<file path="src/rtl/conv_pkg.sv">
// Types shared by the CONV instruction generator and its consumers: FSM states,
// the latched configuration and the per-pixel instruction record.
package conv_pkg;

  localparam int BYTE2WORD_SHIFT = 2;
  localparam int PKG_DATA_W      = 32;
  localparam int PKG_FRAM_AW     = 12;
  localparam int PKG_KRAM_AW     = 12;

  typedef enum logic [2:0] {
    ST_IDLE  = 3'd0,
    ST_CHECK = 3'd1,
    ST_PREP  = 3'd2,
    ST_EXEC  = 3'd3,
    ST_DONE  = 3'd4,
    ST_ERR   = 3'd5
  } instgen_state_e;

  typedef struct packed {
    logic [PKG_FRAM_AW-1:0] feature_baseaddr;
    logic [PKG_KRAM_AW-1:0] kernel_baseaddr;
    logic [PKG_FRAM_AW-1:0] wb_baseaddr;
    logic [PKG_DATA_W-1:0]  tile_chout;
    logic [PKG_DATA_W-1:0]  feature_chin;
    logic [PKG_DATA_W-1:0]  feature_width;
    logic [PKG_DATA_W-1:0]  feature_height;
    logic [PKG_DATA_W-1:0]  kernel_sizeh;
    logic [PKG_DATA_W-1:0]  kernel_sizew;
    logic                   has_bias;
    logic                   has_relu;
  } inst_t;

  typedef struct packed {
    logic [PKG_FRAM_AW-1:0] fbase;
    logic [PKG_KRAM_AW-1:0] kbase;
    logic [PKG_FRAM_AW-1:0] wbase;
    logic [PKG_DATA_W-1:0]  width;
    logic [PKG_DATA_W-1:0]  height;
    logic [PKG_DATA_W-1:0]  chin;
    logic [PKG_DATA_W-1:0]  chout;
    logic [PKG_DATA_W-1:0]  ksw;
    logic [PKG_DATA_W-1:0]  ksh;
    logic [PKG_DATA_W-1:0]  sw;
    logic [PKG_DATA_W-1:0]  sh;
    logic                   has_bias;
    logic                   has_relu;
  } cfg_t;

  // A VALID conv needs non-zero strides/dims and a kernel that fits the map.
  function automatic logic cfg_is_bad(input cfg_t c);
    return (c.sw == '0) || (c.sh == '0) || (c.ksw == '0) || (c.ksh == '0) ||
           (c.chin == '0) || (c.chout == '0) ||
           (c.ksw > c.width) || (c.ksh > c.height);
  endfunction

endpackage

</file>
<file path="src/rtl/conv_pos_walker.sv">
// Output-position walker: steps ox/oy across the map, then advances the chout
// tile. The nxt_* outputs are the values the counters take on this cycle.
module conv_pos_walker
  import conv_pkg::*;
#(
  parameter int DATA_W    = 32,
  parameter int FRAM_AW   = 12,
  parameter int KRAM_AW   = 12,
  parameter int COUT_TILE = 4
) (
  input  logic               clk,
  input  logic               rst_n,
  input  logic               clear,
  input  logic               step,
  input  logic [DATA_W-1:0]  width,
  input  logic [DATA_W-1:0]  height,
  input  logic [DATA_W-1:0]  ksw,
  input  logic [DATA_W-1:0]  ksh,
  input  logic [DATA_W-1:0]  sw,
  input  logic [DATA_W-1:0]  sh,
  input  logic [DATA_W-1:0]  chout,
  input  logic [FRAM_AW-1:0] row_step,
  input  logic [KRAM_AW-1:0] ktile_step,
  output logic [DATA_W-1:0]  nxt_ox,
  output logic [FRAM_AW-1:0] nxt_row_base,
  output logic [KRAM_AW-1:0] nxt_kbase_off,
  output logic [FRAM_AW-1:0] nxt_wb_cnt,
  output logic [DATA_W-1:0]  nxt_tile_chout,
  output logic               last_step
);

  localparam int XW = DATA_W + 2;

  logic [DATA_W-1:0]  ox_q, ox_d, oy_q, oy_d, t_q, t_d, rem_q, rem_d;
  logic [FRAM_AW-1:0] row_base_q, row_base_d, wb_cnt_q, wb_cnt_d;
  logic [KRAM_AW-1:0] kbase_off_q, kbase_off_d;
  logic               col_wrap, row_wrap, last_tile;

  // Extra headroom bits so the end-of-window sums never overflow.
  assign col_wrap  = (XW'(ox_q) + XW'(sw) + XW'(ksw)) > XW'(width);
  assign row_wrap  = (XW'(oy_q) + XW'(sh) + XW'(ksh)) > XW'(height);
  assign last_tile = rem_q <= DATA_W'(COUT_TILE);
  assign last_step = step && col_wrap && row_wrap && last_tile;

  always_comb begin
    ox_d        = ox_q;
    oy_d        = oy_q;
    t_d         = t_q;
    rem_d       = rem_q;
    row_base_d  = row_base_q;
    wb_cnt_d    = wb_cnt_q;
    kbase_off_d = kbase_off_q;
    if (clear) begin
      ox_d        = '0;
      oy_d        = '0;
      t_d         = '0;
      rem_d       = chout;
      row_base_d  = '0;
      wb_cnt_d    = '0;
      kbase_off_d = '0;
    end else if (step) begin
      wb_cnt_d = wb_cnt_q + 1'b1;
      if (!col_wrap) begin
        ox_d = ox_q + sw;
      end else begin
        ox_d = '0;
        if (!row_wrap) begin
          oy_d       = oy_q + sh;
          row_base_d = row_base_q + row_step;
        end else begin
          // Remaining-channel count doubles as the tile counter: no divider.
          oy_d        = '0;
          row_base_d  = '0;
          t_d         = t_q + 1'b1;
          kbase_off_d = kbase_off_q + ktile_step;
          rem_d       = rem_q - DATA_W'(COUT_TILE);
        end
      end
    end
  end

  always_ff @(posedge clk or negedge rst_n) begin
    if (!rst_n) begin
      ox_q        <= '0;
      oy_q        <= '0;
      t_q         <= '0;
      rem_q       <= '0;
      row_base_q  <= '0;
      wb_cnt_q    <= '0;
      kbase_off_q <= '0;
    end else begin
      ox_q        <= ox_d;
      oy_q        <= oy_d;
      t_q         <= t_d;
      rem_q       <= rem_d;
      row_base_q  <= row_base_d;
      wb_cnt_q    <= wb_cnt_d;
      kbase_off_q <= kbase_off_d;
    end
  end

  assign nxt_ox         = ox_d;
  assign nxt_row_base   = row_base_d;
  assign nxt_kbase_off  = kbase_off_d;
  assign nxt_wb_cnt     = wb_cnt_d;
  assign nxt_tile_chout = (rem_d > DATA_W'(COUT_TILE)) ? DATA_W'(COUT_TILE) : rem_d;

endmodule

</file>
<file path="src/rtl/conv_tile_instgen.sv">
// CONV instruction generator: latches a CSR config, validates it, then issues
// one registered instruction per output pixel per chout tile.
module conv_tile_instgen
  import conv_pkg::*;
#(
  parameter int ADDR_W    = 32,
  parameter int DATA_W    = 32,
  parameter int FRAM_AW   = 12,
  parameter int KRAM_AW   = 12,
  parameter int COUT_TILE = 4
) (
  input  logic               clk,
  input  logic               rst_n,
  input  logic               csrcmd_valid,
  output logic               instgen_ready,
  input  logic [ADDR_W-1:0]  feature_baseaddr,
  input  logic [ADDR_W-1:0]  kernel_baseaddr,
  input  logic [ADDR_W-1:0]  wb_baseaddr,
  input  logic [DATA_W-1:0]  feature_width,
  input  logic [DATA_W-1:0]  feature_height,
  input  logic [DATA_W-1:0]  feature_chin,
  input  logic [DATA_W-1:0]  feature_chout,
  input  logic [DATA_W-1:0]  kernel_sizew,
  input  logic [DATA_W-1:0]  kernel_sizeh,
  input  logic [DATA_W-1:0]  stride_w,
  input  logic [DATA_W-1:0]  stride_h,
  input  logic               has_bias,
  input  logic               has_relu,
  input  logic               abort,
  output logic               inst_valid,
  input  logic               decoder_ready,
  output logic [FRAM_AW-1:0] stride_feature_baseaddr,
  output logic [KRAM_AW-1:0] stride_kernel_baseaddr,
  output logic [FRAM_AW-1:0] stride_wb_baseaddr,
  output logic [DATA_W-1:0]  stride_tile_chout,
  output logic [DATA_W-1:0]  stride_feature_chin,
  output logic [DATA_W-1:0]  stride_feature_width,
  output logic [DATA_W-1:0]  stride_feature_height,
  output logic [DATA_W-1:0]  stride_kernel_sizeh,
  output logic [DATA_W-1:0]  stride_kernel_sizew,
  output logic               stride_has_bias,
  output logic               stride_has_relu,
  output logic               conv_complete,
  output logic               cfg_err,
  output instgen_state_e     dbg_state
);

  // Handshake: an instruction transfers on a rising edge where inst_valid && decoder_ready;
  // while inst_valid && !decoder_ready every stride_* output holds its value.

  instgen_state_e     state_q, state_d;
  cfg_t               cfg_q, cfg_d;
  inst_t              inst_q, inst_d, next_inst;
  logic [FRAM_AW-1:0] row_step_q, row_step_d;
  logic [KRAM_AW-1:0] ktile_step_q, ktile_step_d;
  logic               walker_clear, walker_step, last_step;
  logic [DATA_W-1:0]  nxt_ox, nxt_tile_chout;
  logic [FRAM_AW-1:0] nxt_row_base, nxt_wb_cnt;
  logic [KRAM_AW-1:0] nxt_kbase_off;

  conv_pos_walker #(
    .DATA_W(DATA_W), .FRAM_AW(FRAM_AW), .KRAM_AW(KRAM_AW), .COUT_TILE(COUT_TILE)
  ) u_walker (
    .clk           (clk),
    .rst_n         (rst_n),
    .clear         (walker_clear),
    .step          (walker_step),
    .width         (cfg_q.width),
    .height        (cfg_q.height),
    .ksw           (cfg_q.ksw),
    .ksh           (cfg_q.ksh),
    .sw            (cfg_q.sw),
    .sh            (cfg_q.sh),
    .chout         (cfg_q.chout),
    .row_step      (row_step_q),
    .ktile_step    (ktile_step_q),
    .nxt_ox        (nxt_ox),
    .nxt_row_base  (nxt_row_base),
    .nxt_kbase_off (nxt_kbase_off),
    .nxt_wb_cnt    (nxt_wb_cnt),
    .nxt_tile_chout(nxt_tile_chout),
    .last_step     (last_step)
  );

  always_comb begin
    next_inst                  = '0;
    next_inst.feature_baseaddr = cfg_q.fbase + nxt_row_base + nxt_ox[FRAM_AW-1:0];
    next_inst.kernel_baseaddr  = cfg_q.kbase + nxt_kbase_off;
    next_inst.wb_baseaddr      = cfg_q.wbase + nxt_wb_cnt;
    next_inst.tile_chout       = nxt_tile_chout;
    next_inst.feature_chin     = cfg_q.chin;
    next_inst.feature_width    = cfg_q.width;
    next_inst.feature_height   = cfg_q.height;
    next_inst.kernel_sizeh     = cfg_q.ksh;
    next_inst.kernel_sizew     = cfg_q.ksw;
    next_inst.has_bias         = cfg_q.has_bias;
    next_inst.has_relu         = cfg_q.has_relu;
  end

  always_comb begin
    state_d      = state_q;
    cfg_d        = cfg_q;
    inst_d       = inst_q;
    row_step_d   = row_step_q;
    ktile_step_d = ktile_step_q;
    walker_clear = 1'b0;
    walker_step  = 1'b0;
    case (state_q)
      ST_IDLE: begin
        if (csrcmd_valid) begin
          cfg_d.fbase    = feature_baseaddr[BYTE2WORD_SHIFT +: FRAM_AW];
          cfg_d.kbase    = kernel_baseaddr[BYTE2WORD_SHIFT +: KRAM_AW];
          cfg_d.wbase    = wb_baseaddr[BYTE2WORD_SHIFT +: FRAM_AW];
          cfg_d.width    = feature_width;
          cfg_d.height   = feature_height;
          cfg_d.chin     = feature_chin;
          cfg_d.chout    = feature_chout;
          cfg_d.ksw      = kernel_sizew;
          cfg_d.ksh      = kernel_sizeh;
          cfg_d.sw       = stride_w;
          cfg_d.sh       = stride_h;
          cfg_d.has_bias = has_bias;
          cfg_d.has_relu = has_relu;
          state_d        = ST_CHECK;
        end
      end
      ST_CHECK: state_d = cfg_is_bad(cfg_q) ? ST_ERR : ST_PREP;
      ST_PREP: begin
        // Both products are only needed modulo the BRAM address width.
        row_step_d   = cfg_q.sh[FRAM_AW-1:0] * cfg_q.width[FRAM_AW-1:0];
        ktile_step_d = KRAM_AW'(COUT_TILE) * cfg_q.chin[KRAM_AW-1:0] *
                       cfg_q.ksh[KRAM_AW-1:0] * cfg_q.ksw[KRAM_AW-1:0];
        walker_clear = 1'b1;
        inst_d       = next_inst;
        state_d      = ST_EXEC;
      end
      ST_EXEC: begin
        if (decoder_ready) begin
          walker_step = 1'b1;
          inst_d      = next_inst;
          if (last_step) state_d = ST_DONE;
        end
      end
      default: state_d = ST_IDLE;
    endcase
    if (abort) state_d = ST_IDLE;
  end

  always_ff @(posedge clk or negedge rst_n) begin
    if (!rst_n) begin
      state_q      <= ST_IDLE;
      cfg_q        <= '0;
      inst_q       <= '0;
      row_step_q   <= '0;
      ktile_step_q <= '0;
    end else begin
      state_q      <= state_d;
      cfg_q        <= cfg_d;
      inst_q       <= inst_d;
      row_step_q   <= row_step_d;
      ktile_step_q <= ktile_step_d;
    end
  end

  assign instgen_ready           = (state_q == ST_IDLE);
  assign inst_valid              = (state_q == ST_EXEC);
  assign conv_complete           = (state_q == ST_DONE);
  assign cfg_err                 = (state_q == ST_ERR);
  assign dbg_state               = state_q;
  assign stride_feature_baseaddr = inst_q.feature_baseaddr;
  assign stride_kernel_baseaddr  = inst_q.kernel_baseaddr;
  assign stride_wb_baseaddr      = inst_q.wb_baseaddr;
  assign stride_tile_chout       = inst_q.tile_chout;
  assign stride_feature_chin     = inst_q.feature_chin;
  assign stride_feature_width    = inst_q.feature_width;
  assign stride_feature_height   = inst_q.feature_height;
  assign stride_kernel_sizeh     = inst_q.kernel_sizeh;
  assign stride_kernel_sizew     = inst_q.kernel_sizew;
  assign stride_has_bias         = inst_q.has_bias;
  assign stride_has_relu         = inst_q.has_relu;

  // Byte-offset and above-window address bits carry no word information.
  logic unused_addr_bits;
  assign unused_addr_bits = ^{feature_baseaddr[ADDR_W-1:BYTE2WORD_SHIFT+FRAM_AW],
                              kernel_baseaddr[ADDR_W-1:BYTE2WORD_SHIFT+KRAM_AW],
                              wb_baseaddr[ADDR_W-1:BYTE2WORD_SHIFT+FRAM_AW],
                              feature_baseaddr[BYTE2WORD_SHIFT-1:0],
                              kernel_baseaddr[BYTE2WORD_SHIFT-1:0],
                              wb_baseaddr[BYTE2WORD_SHIFT-1:0]};

endmodule

</file>
<file path="config.mk">
export PLATFORM = sky130hd
export DESIGN_NAME = conv_tile_instgen
export DESIGN_NICKNAME = d
export VERILOG_FILES = /design/src/rtl/conv_pkg.sv /design/src/rtl/conv_pos_walker.sv /design/src/rtl/conv_tile_instgen.sv
export SDC_FILE = /design/constraint.sdc
export NUM_CORES = 2
export LEC_CHECK = 0
export BUFFER_PORTS_ARGS = -buffer_cell sky130_fd_sc_hd__buf_2
export CAP_MARGIN = 30
export CORE_MARGIN = 2
export CORE_UTILIZATION = 30
export CTS_BUF_LIST = sky130_fd_sc_hd__clkbuf_4 sky130_fd_sc_hd__clkbuf_8
export DETAILED_ROUTE_END_ITERATION = 8
export SLEW_MARGIN = 20
export SYNTH_ARGS = -nofsm -noshare
export SYNTH_HDL_FRONTEND = slang
export SYNTH_SLANG_ARGS = --single-unit
</file>
<file path="constraint.sdc">
create_clock -name clk -period 9.5 [get_ports clk]
set_input_delay 1.425 -clock clk [delete_from_list [all_inputs] [get_ports clk]]
set_output_delay 1.425 -clock clk [all_outputs]
set_load 0.1 [all_outputs]
</file>
* Word-level counts from Yosys, hierarchy flattened *
Index checks and enable logic that the tools add are counted.

storage, ports and cells
  output and inout bits = 237
  bits in registers = 681
  input port bits = 359
  word-level logic and storage cells = 123

cells by class
  muxes and demuxes = 33
  $lt $le $gt $ge = 6
  add/sub/neg operators = 14
  equal/unequal tests = 9
  reduce and logical (&&, ||, !) cells = 24
  multipliers = 3

operators by type and width
  cell                   count
  $pmux 230 s2           1
  $mux 32                12
  $mux 230               1
  $logic_not 32->1       6
  $mux 12                10
  $add 12x12->12         6
  $add 34x32->34         2
  $gt 34x32->1           2
  $add 32x32->33         2
  $add 32x32->32         2
  $gt 32x32->1           2
  $gt 32x3->1 const B    1
  $le 32x3->1 const B    1
  $sub 32x3->32 const B  1
  $mul 10x12->10         2
  $mux 3                 5
  $add 12x1->12 const B  1
  $mul 12x12->12         1
  $pmux 3 s4             1
  $ne 3x2->1 const B     3
  $logic_or 1x1->1       7
  $eq 3x2->1 const B     2
  $eq 3x3->1 const B     2
  $reduce_and 2->1       3
  other kinds (7)        13

* Logic depth before layout (Yosys ltp) *
  depth in word-level cells = 11
  gate-level depth with buffers = 57
  gate-level depth less buffers = 56

* Modules after synthesis *
Synthesis repeated with hierarchy kept, for this count alone.

second synthesis, totals
  cells, all modules = 4,252
  area total of the unflattened synthesis = 43,515.5 um2

modules (own cells, without submodules)
  module             times used  seq. area each (um2)  cells each  area an instance (um2)
  conv_tile_instgen  1           13,738.2              2,478       28,456.0
  conv_pos_walker    1           3,303.2               1,774       15,059.4

* Worst setup path before layout *
Ideal clock, no wire load.

  path type = reg2reg
  start = reg cfg_q[3] in the netlist's numbering
  end = reg inst_q (netlist bit stride_feature_baseaddr[11])
  period minus slack after synthesis = 9.708 ns
  slack = -0.208 ns
  path buffers = 1
  required time = 9.374 ns
  arrival time = 9.583 ns
  library setup time = 0.126 ns
  cell stages (with the launch flop) = 54
  cells stage by stage = dfrtp_1 > ha_1 > a21o_1 > a21oi_1 > o21bai_1 > a21oi_1 > nor2b_1 > o211a_1 > o41a_1 > o21ai_0 > o21bai_1 > a21oi_1 > o21bai_1 > a21oi_1 > xnor2_1 > ha_1 > a21o_1 > a21o_1 > (+18 left out) > fa_1 > ha_1 > inv_1 > fa_1 > nor2b_1 > o21ai_0 > nand2_1 > and2_1 > o21ai_0 > nand2b_1 > a21oi_1 > o21bai_1 > a21o_1 > a21oi_1 > xnor2_1 > xnor2_1 > xnor2_1 > mux2_2

on the way
  longest elaborated chain between the ends = 11

ends and longest elaborated chain
  item                            RTL line                  text
  start, declared                 conv_tile_instgen.sv:52   cfg_t cfg_q, cfg_d;
  start signal, assigned          conv_tile_instgen.sv:158  cfg_q <= cfg_d;
  $add 32x32->33 *                conv_pos_walker.sv:41     assign row_wrap = (XW'(oy_q) + XW'(sh) + XW'(ksh)) > XW'(height);
  $add 34x32->34 *                conv_pos_walker.sv:41
  $gt 34x32->1 *                  conv_pos_walker.sv:41
  $mux 12 *                       conv_pos_walker.sv:67     if (!row_wrap) begin
  $mux 12 *                       conv_pos_walker.sv:63     if (!col_wrap) begin
  $mux 12 *                       conv_pos_walker.sv:61     end else if (step) begin
  $mux 12 *                       conv_pos_walker.sv:53     if (clear) begin
  via nxt_row_base[1]             conv_tile_instgen.sv:58   logic [FRAM_AW-1:0] nxt_row_base, nxt_wb_cnt;
  $add 12x12->12 * (2 in series)  conv_tile_instgen.sv:87   next_inst.feature_baseaddr = cfg_q.fbase + nxt_row_base + nxt_ox[FRAM_AW-1:0];
  $mux 230                        conv_tile_instgen.sv:138  if (decoder_ready) begin
  $pmux 230 s2 *                  conv_tile_instgen.sv:108  case (state_q)
  end signal, assigned            conv_tile_instgen.sv:159  inst_q <= inst_d;
  end, declared                   conv_tile_instgen.sv:53   inst_t inst_q, inst_d, next_inst;

The timed path passes the listed nets; every way through them passes the cells marked *. The select of a mux whose other input is x is not followed.
A chain may end at the register's enable or synchronous reset.

* Worst setup path in the final report *
  start = reg u_walker.oy_q[1]
  end = reg inst_q (netlist bit stride_feature_baseaddr[11])

on the way
  longest elaborated chain between the ends = 11

ends and longest elaborated chain
  item                            RTL line                  text
  start, declared                 conv_pos_walker.sv:34     logic [DATA_W-1:0] ox_q, ox_d, oy_q, oy_d, t_q, t_d, rem_q, rem_d;
  start signal, assigned          conv_pos_walker.sv:93     oy_q <= oy_d;
  $add 32x32->33 *                conv_pos_walker.sv:41
  $add 34x32->34 *                conv_pos_walker.sv:41
  $gt 34x32->1 *                  conv_pos_walker.sv:41
  $mux 12 *                       conv_pos_walker.sv:67
  $mux 12 *                       conv_pos_walker.sv:63
  $mux 12 *                       conv_pos_walker.sv:61
  $mux 12 *                       conv_pos_walker.sv:53
  via nxt_row_base[3]             conv_tile_instgen.sv:58
  $add 12x12->12 * (2 in series)  conv_tile_instgen.sv:87
  $mux 230                        conv_tile_instgen.sv:138
  $pmux 230 s2 *                  conv_tile_instgen.sv:108

Marked as above.

==> impl_metrics.yaml <==
route:
  drt_iter0_drc: 2113
  wl_um: 135000
  dr_total_vias: 34000
  drt-pass1-iter-count: 5
  wire_per_inst_um: 19.2
  via_per_inst: 4.86
  wl_met3_um: 7780
  wl_met2_um: 63100
  drc_errors: 0
  highest_layer: "met5"
  wl_met1_um: 59500
  ant_nets: 0
finish:
  fillers: 13900
  final_area_um2: 53000
  syn2layout_area_growth_pct: 26.0
  multiInputGateArea_um2: 23800
  ff_latch_area_um2: 17000
  drive_gt1_share_pct: 31.1
  nets: 5872
sta:
  layout_min_cycle_time_ns: 9.64
  hold_viol_final: 0
  period_share_pct: 101
  holdWs_ns: 0.472
  layout_setup_ws_ns: -0.140
  rsz0062_at_grt: "true"
  fmax_mhz: 104
  worst_clock_skew_ns: 0.0699
  slew_viol_final: 0
  slew_headroom_pct: 33.1
  setup_viol: 1
  tightest_slew_ns: 1.00
floorplan:
  dieHeight_um: 378
  rows: 137
  initial_core_util_pct: 30.2
  core_area_um2: 139000
  io_pins: 596
  die_w_um: 378
  die_area_um2: 143000
setup_path:
  path_class: "flop to flop"
  slowest_stage: "or4_1"
  path_max_fanout: 5
  timing.rr.start: "u_walker.oy_q[1]"
  arrival_ns: 10.38
  worstPathRequired_ns: 10.24
  setup.worst_path.start_class: "flop"
  max_stage_delay_ns: 0.48
  reg2reg_setup_slack_ns: -0.14
  cp-end-kind: "flop"
  path_common_cell: "a21oi_2"
  r2r_end: "stride_feature_baseaddr[11]"
  rr_worst_depth: 51
logic_synthesis:
  synth_edf_count: 0
  synthDistinctLibCells: 72
  yosys_warnings: 0
  syn_area_um2: 42100
  synth.yosys.seq_area_share_pct: 40.5
  synth_ff_type: "dfrtp_1"
  async_flop_share_pct: 100
  synth_seq_cells: 681
  avgSynthCellArea_um2: 10.2
  syn_nets: 4965
  synthCells: 4111
clocking:
  cts_inserted_buffers: 130
  clockBufferDepth: 3
  cts_root_buffer: "clkbuf_8"
  cts_sinks: 681
  path_clk_slew_ns: 0.06
  hold_buffers: 0
  cts_max_level: 4
  clk_latency_ns: 0.89
  tritoncts: "built"
grt:
  antenna_found_initial: 13
  globalRouteOverflowTotal: 0
  grt_pass1_wl_um: 204000
  grt_pass1_vias: 34200
  grt_max_degree: 171
  groute.usage.overall_pct: 18.6
worst_hold_path:
  min_from: "stride_feature_width[26]"
  hold-path-cell-count: 2
  hp-class: "flop to flop"
  holdPathEnd: "stride_feature_width[26]"
placed_design:
  dp_hpwl_um: 103000
  placed_cell_area_um2: 49300
  gp_congestion: 0.910
  port_buffers: 535
status:
  violations: "setup timing"
  status: "finished with violations"
job:
  drv_cap: 0
-- layout make-up --
class | count | area share (%)
clock inverter | 42 | 1.06
tap | 1876 | 4.43
sequential | 681 | 32.2
antenna | 8 | 0.0378
inverter | 285 | 2.02
clock buffer | 190 | 4.50
timing repair buffer | 924 | 10.8
multi-input combinational | 2996 | 45.0
-- critical path, delay by kind of cell (launching register included) --
| family | cells | cell delay, ns |
|---|---|---|
| compound gates | 31 | 5.04 |
| simple gates | 9 | 1.59 |
| fa+ha+maj | 5 | 1.55 |
| xor+xnor | 5 | 0.65 |
| flops | 1 | 0.38 |
| mux | 1 | 0.28 |
-- worst max-delay path by stage --
stage | from | to | slack, ns | depth (start not counted)
after floorplan | cfg_q[3] | stride_feature_baseaddr[11] | 0.03 | 53
after global placement | cfg_q[3] | stride_feature_baseaddr[11] | -0.76 | 51
after detailed placement | cfg_q[3] | stride_feature_baseaddr[11] | -0.82 | 51
after CTS | u_walker.oy_q[1] | stride_feature_baseaddr[11] | -0.06 | 52
after global routing | u_walker.oy_q[1] | stride_feature_baseaddr[11] | -0.72 | 51
final | u_walker.oy_q[1] | stride_feature_baseaddr[11] | -0.14 | 51
-- state kept, by name (all words and copies together), names as in the netlist --
name and cells:
cfg_q 294, ktile_step_q 10, u_walker.kbase_off_q 12, stride_kernel_sizew 32, stride_feature_baseaddr 12, u_walker.oy_q 32
u_walker.rem_q 32, u_walker.row_base_q 12, row_step_q 12, stride_has_relu 1, stride_has_bias 1, stride_kernel_baseaddr 12
stride_kernel_sizeh 32, dbg_state 3, u_walker.wb_cnt_q 12, stride_wb_baseaddr 12, stride_feature_height 32, u_walker.ox_q 32
stride_tile_chout 32, stride_feature_width 32, stride_feature_chin 32
-- logic make-up after synthesis --
family / share of synthesized area [%]
buffers and inverters: 3.92
adders and majority gates: 16.6
muxes: 8.74
and+or+nand+nor: 11.9
DFF: 40.5
AOI/OAI and AO/OA: 13.2
xor gates and xnor gates: 5.16
-- through the flow --
step / util (%) / TNS, ns / worst slack (ns) / instances
floorplan: - / 0 / 0.0312 / 4111
global placement: 35.4 / -1.73 / -0.761 / 6723
detailed placement: 35.4 / -2.24 / -0.818 / 6724
CTS: 37.8 / -0.0600 / -0.0600 / 6988
global route: 38.0 / -2.06 / -0.718 / 6997
finish: 38.0 / -0.140 / -0.140 / 7002
-- per-layer routing --
| layer | vias to the layer above | track usage (%) |
|---|---|---|
| li1 | 16200 | - |
| met1 | 16700 | 24.5 |
| met2 | 830 | 30.2 |
| met3 | 207 | 3.77 |
| met4 | 2 | 6.63 |
| met5 | - | 0 |
-- synth_stat cells, drive strengths merged, types with 5 or more instances --
cell type,count,area (um^2)
nand2,411,1540
a31oi,19,119
a21o,88,661
or2,9,56.3
buf,11,60.1
fa,103,2060
o21bai,44,330
and3,29,186
or4,15,113
mux2i,5,50.1
o211ai,14,110
nor2,182,683
nor3,29,145
a41oi,5,43.8
ha,392,4900
a211o,12,105
o21a,38,285
nor4,58,369
xnor2,193,1690
nor2b,33,206
mux2,322,3630
o31a,13,114
nand2b,37,231
clkbuf,138,518
and2,107,669
o21ai,298,1500
a22oi,6,45.0
nand4,49,307
xor2,55,482
nand3,42,210
dfrtp,681,17000
a211oi,19,155
or3,29,181
o31ai,18,135
a21oi,208,1040
a22o,64,561
inv,285,1070
-- layout by cell type (no fill, tap or decap), types with 55 or more instances in the layout --
cell,synthesis,routed
buf_2,3,534
nor4_1,57,55
mux2_2,322,322
nor2_1,182,174
a21oi_1,208,177
nand2_1,411,408
o21ai_0,289,275
fa_1,103,100
and2_1,107,105
buf_4,0,370
dfrtp_1,681,681
inv_1,285,281
xnor2_1,193,187
ha_1,392,387
xor2_1,55,55
clkbuf_8,0,153
a22o_1,64,63
a21o_1,88,88
-- what timing repair did --
action,CTS,global route
gates resized for setup,46,68
setup endpoints to repair,9,12
pin swaps,53,60
hold endpoints to repair,0,0
buffers inserted,34,10
Power is left out: the tool's default activity adds up to more than one toggle a clock period on the data nets, which glitch-free logic cannot reach.
